File: src/rtl/icache_direct_mapped_pkg.sv
// Shared constants, FSM state type and word-select helper for the
// direct-mapped instruction cache.
package icache_direct_mapped_pkg;

   localparam int LINE_W     = 128;
   localparam int WORD_W     = 32;
   localparam int MEM_ADDR_W = 28;

   typedef enum logic [1:0] {
      S_IDLE   = 2'd0,
      S_REFILL = 2'd1,
      S_DONE   = 2'd2
   } state_t;

   // Word 0 sits in the low 32 bits of a line, word 3 in the top 32 bits.
   function automatic logic [WORD_W-1:0] word_sel(input logic [LINE_W-1:0] line,
                                                  input logic [1:0]        off);
      logic [WORD_W-1:0] w;
      case (off)
         2'd0:    w = line[31:0];
         2'd1:    w = line[63:32];
         2'd2:    w = line[95:64];
         2'd3:    w = line[127:96];
         default: w = line[31:0];
      endcase
      return w;
   endfunction

endpackage

File: src/rtl/icache_direct_mapped_line_array.sv
// Valid/tag/data storage for the instruction cache: one write port used by
// refill and one combinational read port used by the hit check.
module icache_direct_mapped_line_array
   import icache_direct_mapped_pkg::*;
#(
   parameter int NUM_LINES = 8,
   parameter int IDX_W     = 3,
   parameter int TAG_W     = 25
) (
   input  logic              clk,
   input  logic              rst,
   input  logic              we,
   input  logic [IDX_W-1:0]  widx,
   input  logic [TAG_W-1:0]  wtag,
   input  logic [LINE_W-1:0] wline,
   input  logic [IDX_W-1:0]  ridx,
   output logic              rvalid,
   output logic [TAG_W-1:0]  rtag,
   output logic [LINE_W-1:0] rline
);

   logic [NUM_LINES-1:0] valid_r;
   logic [TAG_W-1:0]     tag_r  [NUM_LINES];
   logic [LINE_W-1:0]    data_r [NUM_LINES];

   // Valid bits: cleared by reset, set when a refill installs a line.
   always_ff @(posedge clk or posedge rst) begin
      if (rst) begin
         valid_r <= {NUM_LINES{1'b0}};
      end else if (we) begin
         valid_r[widx] <= 1'b1;
      end
   end

   // Tag and data payload; only meaningful behind a valid bit, so no reset.
   always_ff @(posedge clk) begin
      if (we) begin
         tag_r[widx]  <= wtag;
         data_r[widx] <= wline;
      end
   end

   assign rvalid = valid_r[ridx];
   assign rtag   = tag_r[ridx];
   assign rline  = data_r[ridx];

endmodule

File: src/rtl/icache_direct_mapped.sv
// Read-only direct-mapped instruction cache: zero-latency hits, stalls the
// fetch stage through a one-line refill from 128-bit instruction memory.
module icache_direct_mapped
   import icache_direct_mapped_pkg::*;
#(
   parameter int NUM_LINES = 8
) (
   input  logic                  clk,
   input  logic                  rst,
   input  logic                  proc_read,
   input  logic                  proc_write,
   input  logic [29:0]           proc_addr,
   input  logic [WORD_W-1:0]     proc_wdata,
   output logic                  proc_stall,
   output logic [WORD_W-1:0]     proc_rdata,
   output logic                  mem_read,
   output logic                  mem_write,
   output logic [MEM_ADDR_W-1:0] mem_addr,
   output logic [LINE_W-1:0]     mem_wdata,
   input  logic [LINE_W-1:0]     mem_rdata,
   input  logic                  mem_ready
);

   localparam int IDX_W = $clog2(NUM_LINES);
   localparam int TAG_W = MEM_ADDR_W - IDX_W;

   state_t            state_r;
   state_t            state_next_s;
   logic              mem_read_r;
   logic [IDX_W-1:0]  idx_s;
   logic [TAG_W-1:0]  tag_s;
   logic [1:0]        off_s;
   logic              line_valid_s;
   logic [TAG_W-1:0]  line_tag_s;
   logic [LINE_W-1:0] line_data_s;
   logic              req_s;
   logic              hit_s;
   logic              fill_s;
   logic              rdata_sel_s;
   logic              unused_s;

   assign off_s = proc_addr[1:0];
   assign idx_s = proc_addr[IDX_W+1:2];
   assign tag_s = proc_addr[29:IDX_W+2];

   // A write strobe turns the cycle into a non-request for this read-only cache.
   assign req_s = proc_read & ~proc_write;
   assign hit_s = line_valid_s & (line_tag_s == tag_s);

   icache_direct_mapped_line_array #(
      .NUM_LINES (NUM_LINES),
      .IDX_W     (IDX_W),
      .TAG_W     (TAG_W)
   ) u_lines (
      .clk    (clk),
      .rst    (rst),
      .we     (fill_s),
      .widx   (idx_s),
      .wtag   (tag_s),
      .wline  (mem_rdata),
      .ridx   (idx_s),
      .rvalid (line_valid_s),
      .rtag   (line_tag_s),
      .rline  (line_data_s)
   );

   // State register.
   always_ff @(posedge clk or posedge rst) begin
      if (rst) begin
         state_r <= S_IDLE;
      end else begin
         state_r <= state_next_s;
      end
   end

   // Next state, stall and fill strobe; S_DONE keeps mem_ready off the stall path.
   always_comb begin
      state_next_s = state_r;
      proc_stall   = 1'b0;
      fill_s       = 1'b0;
      rdata_sel_s  = 1'b0;
      case (state_r)
         S_IDLE: begin
            if (req_s && !hit_s) begin
               proc_stall   = 1'b1;
               state_next_s = S_REFILL;
            end else if (req_s) begin
               rdata_sel_s  = 1'b1;
            end else begin
               state_next_s = S_IDLE;
            end
         end
         S_REFILL: begin
            proc_stall = 1'b1;
            if (mem_ready) begin
               fill_s       = 1'b1;
               state_next_s = S_DONE;
            end else begin
               state_next_s = S_REFILL;
            end
         end
         S_DONE: begin
            rdata_sel_s  = 1'b1;
            state_next_s = S_IDLE;
         end
         default: begin
            state_next_s = S_IDLE;
         end
      endcase
   end

   // Memory request follows the state we are about to be in, so it rises on the first refill cycle.
   always_ff @(posedge clk or posedge rst) begin
      if (rst) begin
         mem_read_r <= 1'b0;
      end else begin
         mem_read_r <= (state_next_s == S_REFILL);
      end
   end

   assign mem_read   = mem_read_r;
   assign mem_addr   = proc_addr[29:2];
   assign mem_write  = 1'b0;
   assign mem_wdata  = {LINE_W{1'b0}};
   assign proc_rdata = rdata_sel_s ? word_sel(line_data_s, off_s) : {WORD_W{1'b0}};
   assign unused_s   = ^proc_wdata;

endmodule

File: config.mk
export PLATFORM = sky130hd
export DESIGN_NAME = icache_direct_mapped
export DESIGN_NICKNAME = d
export VERILOG_FILES = /design/src/rtl/icache_direct_mapped_pkg.sv /design/src/rtl/icache_direct_mapped_line_array.sv /design/src/rtl/icache_direct_mapped.sv
export SDC_FILE = /design/constraint.sdc
export NUM_CORES = 1
export LEC_CHECK = 0
export ABC_AREA = 1
export ABC_CLOCK_PERIOD_IN_PS = 17100
export CORE_MARGIN = 2
export CORE_UTILIZATION = 55
export CTS_BUF_LIST = sky130_fd_sc_hd__clkbuf_8
export DETAILED_ROUTE_END_ITERATION = 16
export PLACE_DENSITY = 0.76
export SKIP_CTS_REPAIR_TIMING = 1
export SYNTH_ARGS = -nofsm -noshare
export SYNTH_HDL_FRONTEND = slang
export SYNTH_SLANG_ARGS = --single-unit
File: constraint.sdc
create_clock -name clk -period 17.1 [get_ports clk]
set_clock_uncertainty 0.05 [all_clocks]
set_input_delay 3.42 -clock clk [delete_from_list [all_inputs] [get_ports clk]]
set_output_delay 3.42 -clock clk [all_outputs]
set_load 0.05 [all_outputs]
Yosys cells after proc, flatten, opt, wreduce, memory -nomap -nowiden. Memories as Yosys holds them, arrays and structs flattened. Cells that the tools add are included.

Order comparisons: 2. Equality and inequality tests: 7. Multiplexer cells: 19. Bitwise logic cells: 4. Reduce and logical (&&, ||, !) cells: 5.

Operator list (count): one-hot mux 32 bit (4 select lines) (1); 2-to-1 mux 32 bit (1); == test 25 bit (1); 2-to-1 mux 1 bit (9); bitwise OR 8 bit (1); == test 2 x 1 -> 1 bit (second input constant) (3); == test 2 bit (second input constant) (3); 2-to-1 mux 2 bit (3); logical NOT 2 bit (2); less-than comparator 3 x 4 -> 1 bit (second input constant) (1); one-hot mux 1 bit (2 select lines) (2); one-hot mux 2 bit (2 select lines) (1); binary-select mux 1 bit (select 3 bit) (1); demux 1 bit (select 3 bit) (1); greater-or-equal comparator 3 x 1 -> 1 bit (second input constant) (1); AND 1 bit (2); logical AND 1 bit (2); logical NOT 1 bit (1); NOT 1 bit (1).

Register bits after elaboration: 11. Memory bits (writable): 1224. Input bits: 195. Output and inout bits: 191. Word-level logic and storage cells: 42. Memories kept: 2.

Memory list: u_lines.data_r (words 8, width 128, read ports 1, clocked after memory_dff 0, wr ports 1, RTL line icache_direct_mapped_line_array.sv:24) `logic [LINE_W-1:0] data_r [NUM_LINES];`; u_lines.tag_r (words 8, width 25, read ports 1, clocked after memory_dff 0, wr ports 1, RTL line icache_direct_mapped_line_array.sv:23) `logic [TAG_W-1:0] tag_r [NUM_LINES];`.

Logic depth before layout (Yosys ltp).
Depth after elaboration: 8. Depth in mapped cells: 17. Gate-level depth less buffers: 15.

Modules after synthesis. A second synthesis with hierarchy kept.

Cell total of the unflattened synthesis: 5854. Area total of the unflattened synthesis: 56401.6 um^2.

Modules (own cells, without submodules): icache_direct_mapped_line_array (instances 1, cells an instance 5349, area an instance 53572.6 um^2, seq. area each 36955.4 um^2); icache_direct_mapped (instances 1, cells an instance 505, area an instance 2829.0 um^2, seq. area each 75.1 um^2).

Least setup slack after synthesis. Ideal clock, no wire load.

Path kind: input -> register. Start: input proc_addr[2]. End: register u_lines.valid_r[0]. Arrival time: 11.518 ns. Required time: 16.944 ns. Setup slack: 5.426 ns. Stages: 10. Buffers on the path: 6. Cell sequence: buf_6 -> inv_4 -> buf_6 -> buf_4 -> buf_2 -> buf_4 -> buf_2 -> nand2_1 -> nor2_1 -> or2_2.

Word-level cells in the longest chain between the ends: 5. Elaborated cells on any way between the ends: 6. Classes of those cells: 2 x order compare; 2 x mux; 1 x bitwise; 1 x reduce/logical.

RTL lines: start: declaration (RTL line icache_direct_mapped.sv:12) `input logic [29:0] proc_addr,`; less-than comparator 3 x 4 -> 1 bit (implied by the code) / greater-or-equal comparator 3 x 1 -> 1 bit (equally long branches) (RTL line icache_direct_mapped_line_array.sv:31) `valid_r[widx] <= 1'b1;`; logical AND 1 bit (implied by the code) (RTL line icache_direct_mapped_line_array.sv:31); 2-to-1 mux 1 bit (implied by the code) (RTL line icache_direct_mapped_line_array.sv:31); demux 1 bit (select 3 bit) (*); bitwise OR 8 bit (no source line) (*); end signal: assignment (RTL line icache_direct_mapped_line_array.sv:29) `valid_r <= {NUM_LINES{1'b0}};`; end: declaration (RTL line icache_direct_mapped_line_array.sv:22) `logic [NUM_LINES-1:0] valid_r;`.

Mark *: on every way between the ends. The rest lies on a longest branch, timed or not. A chain may end at the register's enable or synchronous reset.

Worst setup path in the final report.
Start: input proc_addr[3]. End: output proc_rdata[16].

Word-level cells in the longest chain between the ends: 8. Elaborated cells on any way between the ends: 12. Classes of those cells: 1 x eq/ne; 6 x mux; 1 x bitwise; 2 x reduce/logical; 2 x memory.

RTL lines: memory (8 x 25 bit) / binary-select mux 1 bit (select 3 bit) (equally long branches); == test 25 bit / 2-to-1 mux 1 bit (equally long branches) (RTL line icache_direct_mapped.sv:48, icache_direct_mapped_line_array.sv:43); AND 1 bit (RTL line icache_direct_mapped.sv:48) `assign hit_s = line_valid_s & (line_tag_s == tag_s);`; logical NOT 1 bit (RTL line icache_direct_mapped.sv:84) `if (req_s && !hit_s) begin`; logical AND 1 bit (RTL line icache_direct_mapped.sv:84); 2-to-1 mux 1 bit (RTL line icache_direct_mapped.sv:84); one-hot mux 1 bit (2 select lines) (RTL line icache_direct_mapped.sv:82) `case (state_r)`; 2-to-1 mux 32 bit (*) (RTL line icache_direct_mapped.sv:125) `assign proc_rdata = rdata_sel_s ? word_sel(line_data_s, off_s) : {WORD_W{1'b0}};`; end: declaration (RTL line icache_direct_mapped.sv:15) `output logic [WORD_W-1:0] proc_rdata,`.

Mark *: on every way between the ends. The rest lies on a longest branch, timed or not. The select of a mux whose other input is x is not followed.

==> PnR_summary.wiki <==
{| class="wikitable"
! Metric !! Value
|-
| Clk Tree Root Cell || sky130_fd_sc_hd__clkbuf_8
|-
| Required time worst endpoint || 13.63 ns
|-
| Arrival time reported for the critical path endpoint || 9.55 ns
|-
| Hold Startpoint || u_lines.valid_r[1]$_DFFE_PP0P_
|-
| Post-route standard cell area excluding fillers || 55,600 µm²
|-
| Total die area || 92,800 µm²
|-
| Flip-flop and latch count after synthesis || 1,235
|-
| Fraction of power consumed by combinational cells || 7.6%
|-
| Average routed wire per standard cell || 22.4 µm
|-
| Top cell type's share of synthesized area || 73.9%
|-
| Total half-perimeter wirelength after legalization and detailed placement || 64,600 µm
|-
| Critical Path End Type || output port
|-
| Number of cells on the worst reg-to-reg path || 7
|-
| Crit-path max cell delay || 0.89 ns
|-
| Slew @ Worst Pin || 1.28 ns
|-
| Count of nets left with antenna violations after detail routing || 0
|-
| # clock sinks || 1,235
|-
| Register share of total power || 55.9%
|-
| Final weighted congestion in routability-driven placement || 0.819
|-
| Register clock-pin slew on the reported worst setup and hold paths || 0.06 ns
|-
| Yosys top cell by area || sky130_fd_sc_hd__edfxtp_1
|-
| Maximum net fanout on the critical path || 53
|-
| Number of detailed-routing iterations run before antenna repair || 8
|-
| Kind of start point of the critical path || primary input
|-
| Total area of multi-input combinational cells || 10,300 µm²
|-
| Headroom to the max-slew limit || 14.4%
|-
| IR Drop Worst-Case VDD || 0.0762 mV
|-
| Input/output buffers || 224
|-
| Critical Setup Path Class || primary input to output port
|-
| Setup TNS || 0 ns
|-
| Total global-route track usage || 26.2%
|-
| Switching Share || 24.3%
|-
| Summed instance area of the synthesized netlist || 49,700 µm²
|-
| Warnings from Yosys || 0
|-
| DRC marker count from the first detailed-route iteration || 3,710
|-
| Leakage power total || 19.5 nW
|-
| Highest clock frequency the design can meet || 76.8 MHz
|-
| Post-synthesis cell count || 3,906
|-
| Maximum number of pins on one net before global-route repair || 180
|-
| Final-report hold violation count || 0
|-
| Source of the worst register-to-register timing path || state_r[1]$_DFF_PP0_
|-
| Antenna violations before repair || 24
|-
| Filler instances || 6,483
|-
| Hold-critical path depth || 1
|-
| Core Footprint || 89,900 µm²
|-
| Clock latency on the worst-skew pair || 0.86 ns
|-
| Pwr dens || 109 nW/µm²
|-
| Maximum clock path buffer count || 3
|-
| Num ports || 386
|-
| Count leader, synth || sky130_fd_sc_hd__edfxtp_1
|-
| Cell row count || 110
|-
| Post-synth top cells || 1,224 x sky130_fd_sc_hd__edfxtp_1, 711 x sky130_fd_sc_hd__nand2_1, 453 x sky130_fd_sc_hd__o21ai_0, 405 x sky130_fd_sc_hd__nor2_1, 191 x sky130_fd_sc_hd__nand3_1
|-
| Overflow left after global routing || 0
|-
| Worst path cell trace || clkdlybuf4s50_1 > inv_4 > nor2_8 > buf_4 > nand2_1 > clkinv_2 > buf_4 > a21oi_1 > nand3_1 > nand2_1 > nand2_1 > nand3_1 > nor2_2 > nand3_2 > a21oi_1 > clkdlybuf4s50_1
|-
| Cell variety after synth || 41
|-
| Cells taking the most area after synthesis || sky130_fd_sc_hd__edfxtp_1 74%, sky130_fd_sc_hd__nand2_1 5.4%, sky130_fd_sc_hd__o21ai_0 4.6%, sky130_fd_sc_hd__nor2_1 3.1%, sky130_fd_sc_hd__buf_4 2.7%
|-
| Vias per std cell || 5.73
|-
| Number of design rule violations left after detail routing || 0
|-
| Cell area after placement || 52,200 µm²
|-
| Clock share of power || 36.5%
|-
| Initial core utilization || 55.3%
|-
| Total via count after detailed routing || 31,400
|-
| Die X || 305 µm
|-
| Fraction of layout instances using a drive strength above 1 || 7.50%
|-
| Post-synthesis average cell area || 12.7 µm²
|-
| Vias in the first global route || 30,100
|-
| Num CTS Buffers || 185
|-
| Sequential cell area fraction in the yosys report || 74.5%
|-
| Worst min-delay path category || flop to flop
|-
| Net Switching || 1.47 mW
|-
| Wire length of the first global-routing pass || 182,000 µm
|-
| Number of flops mapped to enable cells by yosys || 1,224
|-
| Minimum period implied by the final worst setup slack || 13.02 ns
|-
| Final setup violating endpoints || 0
|-
| Slowest cell on crit path || sky130_fd_sc_hd__clkdlybuf4s50_1
|-
| Crit path top cell by count || sky130_fd_sc_hd__nand2_1
|-
| Register area || 37,000 µm²
|-
| Max-slew violations || 0
|-
| Number of nets at the end of the flow || 4,325
|-
| Final period util || 76.1%
|-
| Reported max-cap violation count || 0
|-
| Die Span Y || 305 µm
|-
| Critical path origin || proc_addr[3]
|-
| Unrepaired setup endpoints after global routing || false
|-
| Outcome || finished, final reports clean
|-
| Routed wire length || 122,000 µm
|-
| TritonCTS clock tree || built
|-
| P&R area growth vs syn || 11.8%
|-
| Internal || 4.57 mW
|-
| H-Tree Depth || 4
|-
| Async set-or-reset flop fraction in the synthesized netlist || 0.891%
|-
| Prevailing post-synth register cell || sky130_fd_sc_hd__edfxtp_1
|}
[cell usage in the layout (no fill, tap or decap), drive strengths merged, types with 88 or more instances in the layout]
| cell type | synthesis | routed |
|---|---|---|
| a21oi | 88 | 88 |
| clkbuf | 84 | 191 |
| clkdlybuf4s50 | 0 | 223 |
| conb | 1 | 129 |
| edfxtp | 1224 | 1224 |
| inv | 192 | 263 |
| nand2 | 712 | 712 |
| nand3 | 192 | 192 |
| nor2 | 410 | 410 |
| o21ai | 514 | 514 |
[per-stage QoR]
step / instances / util (%) / power, mW / hold slack [ns] / worst slack (ns)
2_1_floorplan: 4034 / - / 3.75 / 0.374 / 5.43
3_3_place_gp: 5119 / 58.1 / 3.88 / 0.387 / 4.35
5_1_grt: 5462 / 61.9 / 6.22 / 0.444 / 3.80
4_1_cts: 5454 / 61.9 / 6.06 / 0.413 / 4.12
3_5_place_dp: 5119 / 58.1 / 3.89 / 0.399 / 4.14
6_report: 5468 / 61.9 / 6.04 / 0.417 / 4.08
[routing by layer]
metal / track usage [%] / up-vias / share of wire (%)
met5: 0 / - / 0.16
met4: 12.3 / 28 / 3.9
met3: 5.26 / 284 / 9.5
met2: 41.8 / 1705 / 48
met1: 34.9 / 15200 / 39
li1: - / 14100 / -
[final timing paths]
path	end	slack [ns]
max in group asynchronous	u_lines.valid_r[3]$_DFFE_PP0P_	13.81
setup reg to reg	u_lines.data_r[3][58]$_DFFE_PP_	13.23
setup / recovery	proc_rdata[16]	4.08
hold / removal	u_lines.valid_r[1]$_DFFE_PP0P_	0.42
min in group asynchronous	mem_read$_DFF_PP0_	2.83
hold reg to reg	u_lines.valid_r[1]$_DFFE_PP0P_	0.42
[state kept, by name (all words and copies together), names as in the netlist]
register         count
u_lines.valid_r      8
u_lines.data_r    1024
mem_read             1
state_r              2
u_lines.tag_r      200
[cell families (layout without fill, tap and decap cells)]
logic type,count (synthesis),count (layout),synth area share (%)
xor gates and xnor gates,1,1,0.0176
buffers and inverters,556,800,5.93
and+or+nand+nor,1354,1354,11.0
DFF,1235,1235,74.5
other,1,143,0.00754
AOI/OAI and AO/OA,759,759,8.57
[power by group through the flow]
stage / sequential [mW] / clock (mW) / combinational (mW)
after floorplan: 3.45 / 0 / 0.298
after global placement: 3.44 / 0 / 0.445
after detailed placement: 3.44 / 0 / 0.454
after CTS: 3.38 / 2.23 / 0.456
after global routing: 3.38 / 2.36 / 0.490
final: 3.38 / 2.20 / 0.458
[worst max-delay path: cells and delay by family]
family	cells	cell delay (ns)
buf+inv	6	3.78
simple gates	8	1.55
compound gates	2	0.69
[area by class of cell]
class                           instances  share of cell area [%]
Antenna cell                           14                  0.0630
Clock buffer                          191                    4.73
Clock inverter                        144                    1.35
Inverter                              194                    1.35
Multi-Input combinational cell       2243                    18.5
Sequential cell                      1235                    66.6
Tap cell                             1176                    2.65
Timing Repair Buffer                  271                    4.79
Note: power is estimated with default switching activity, not from simulation.
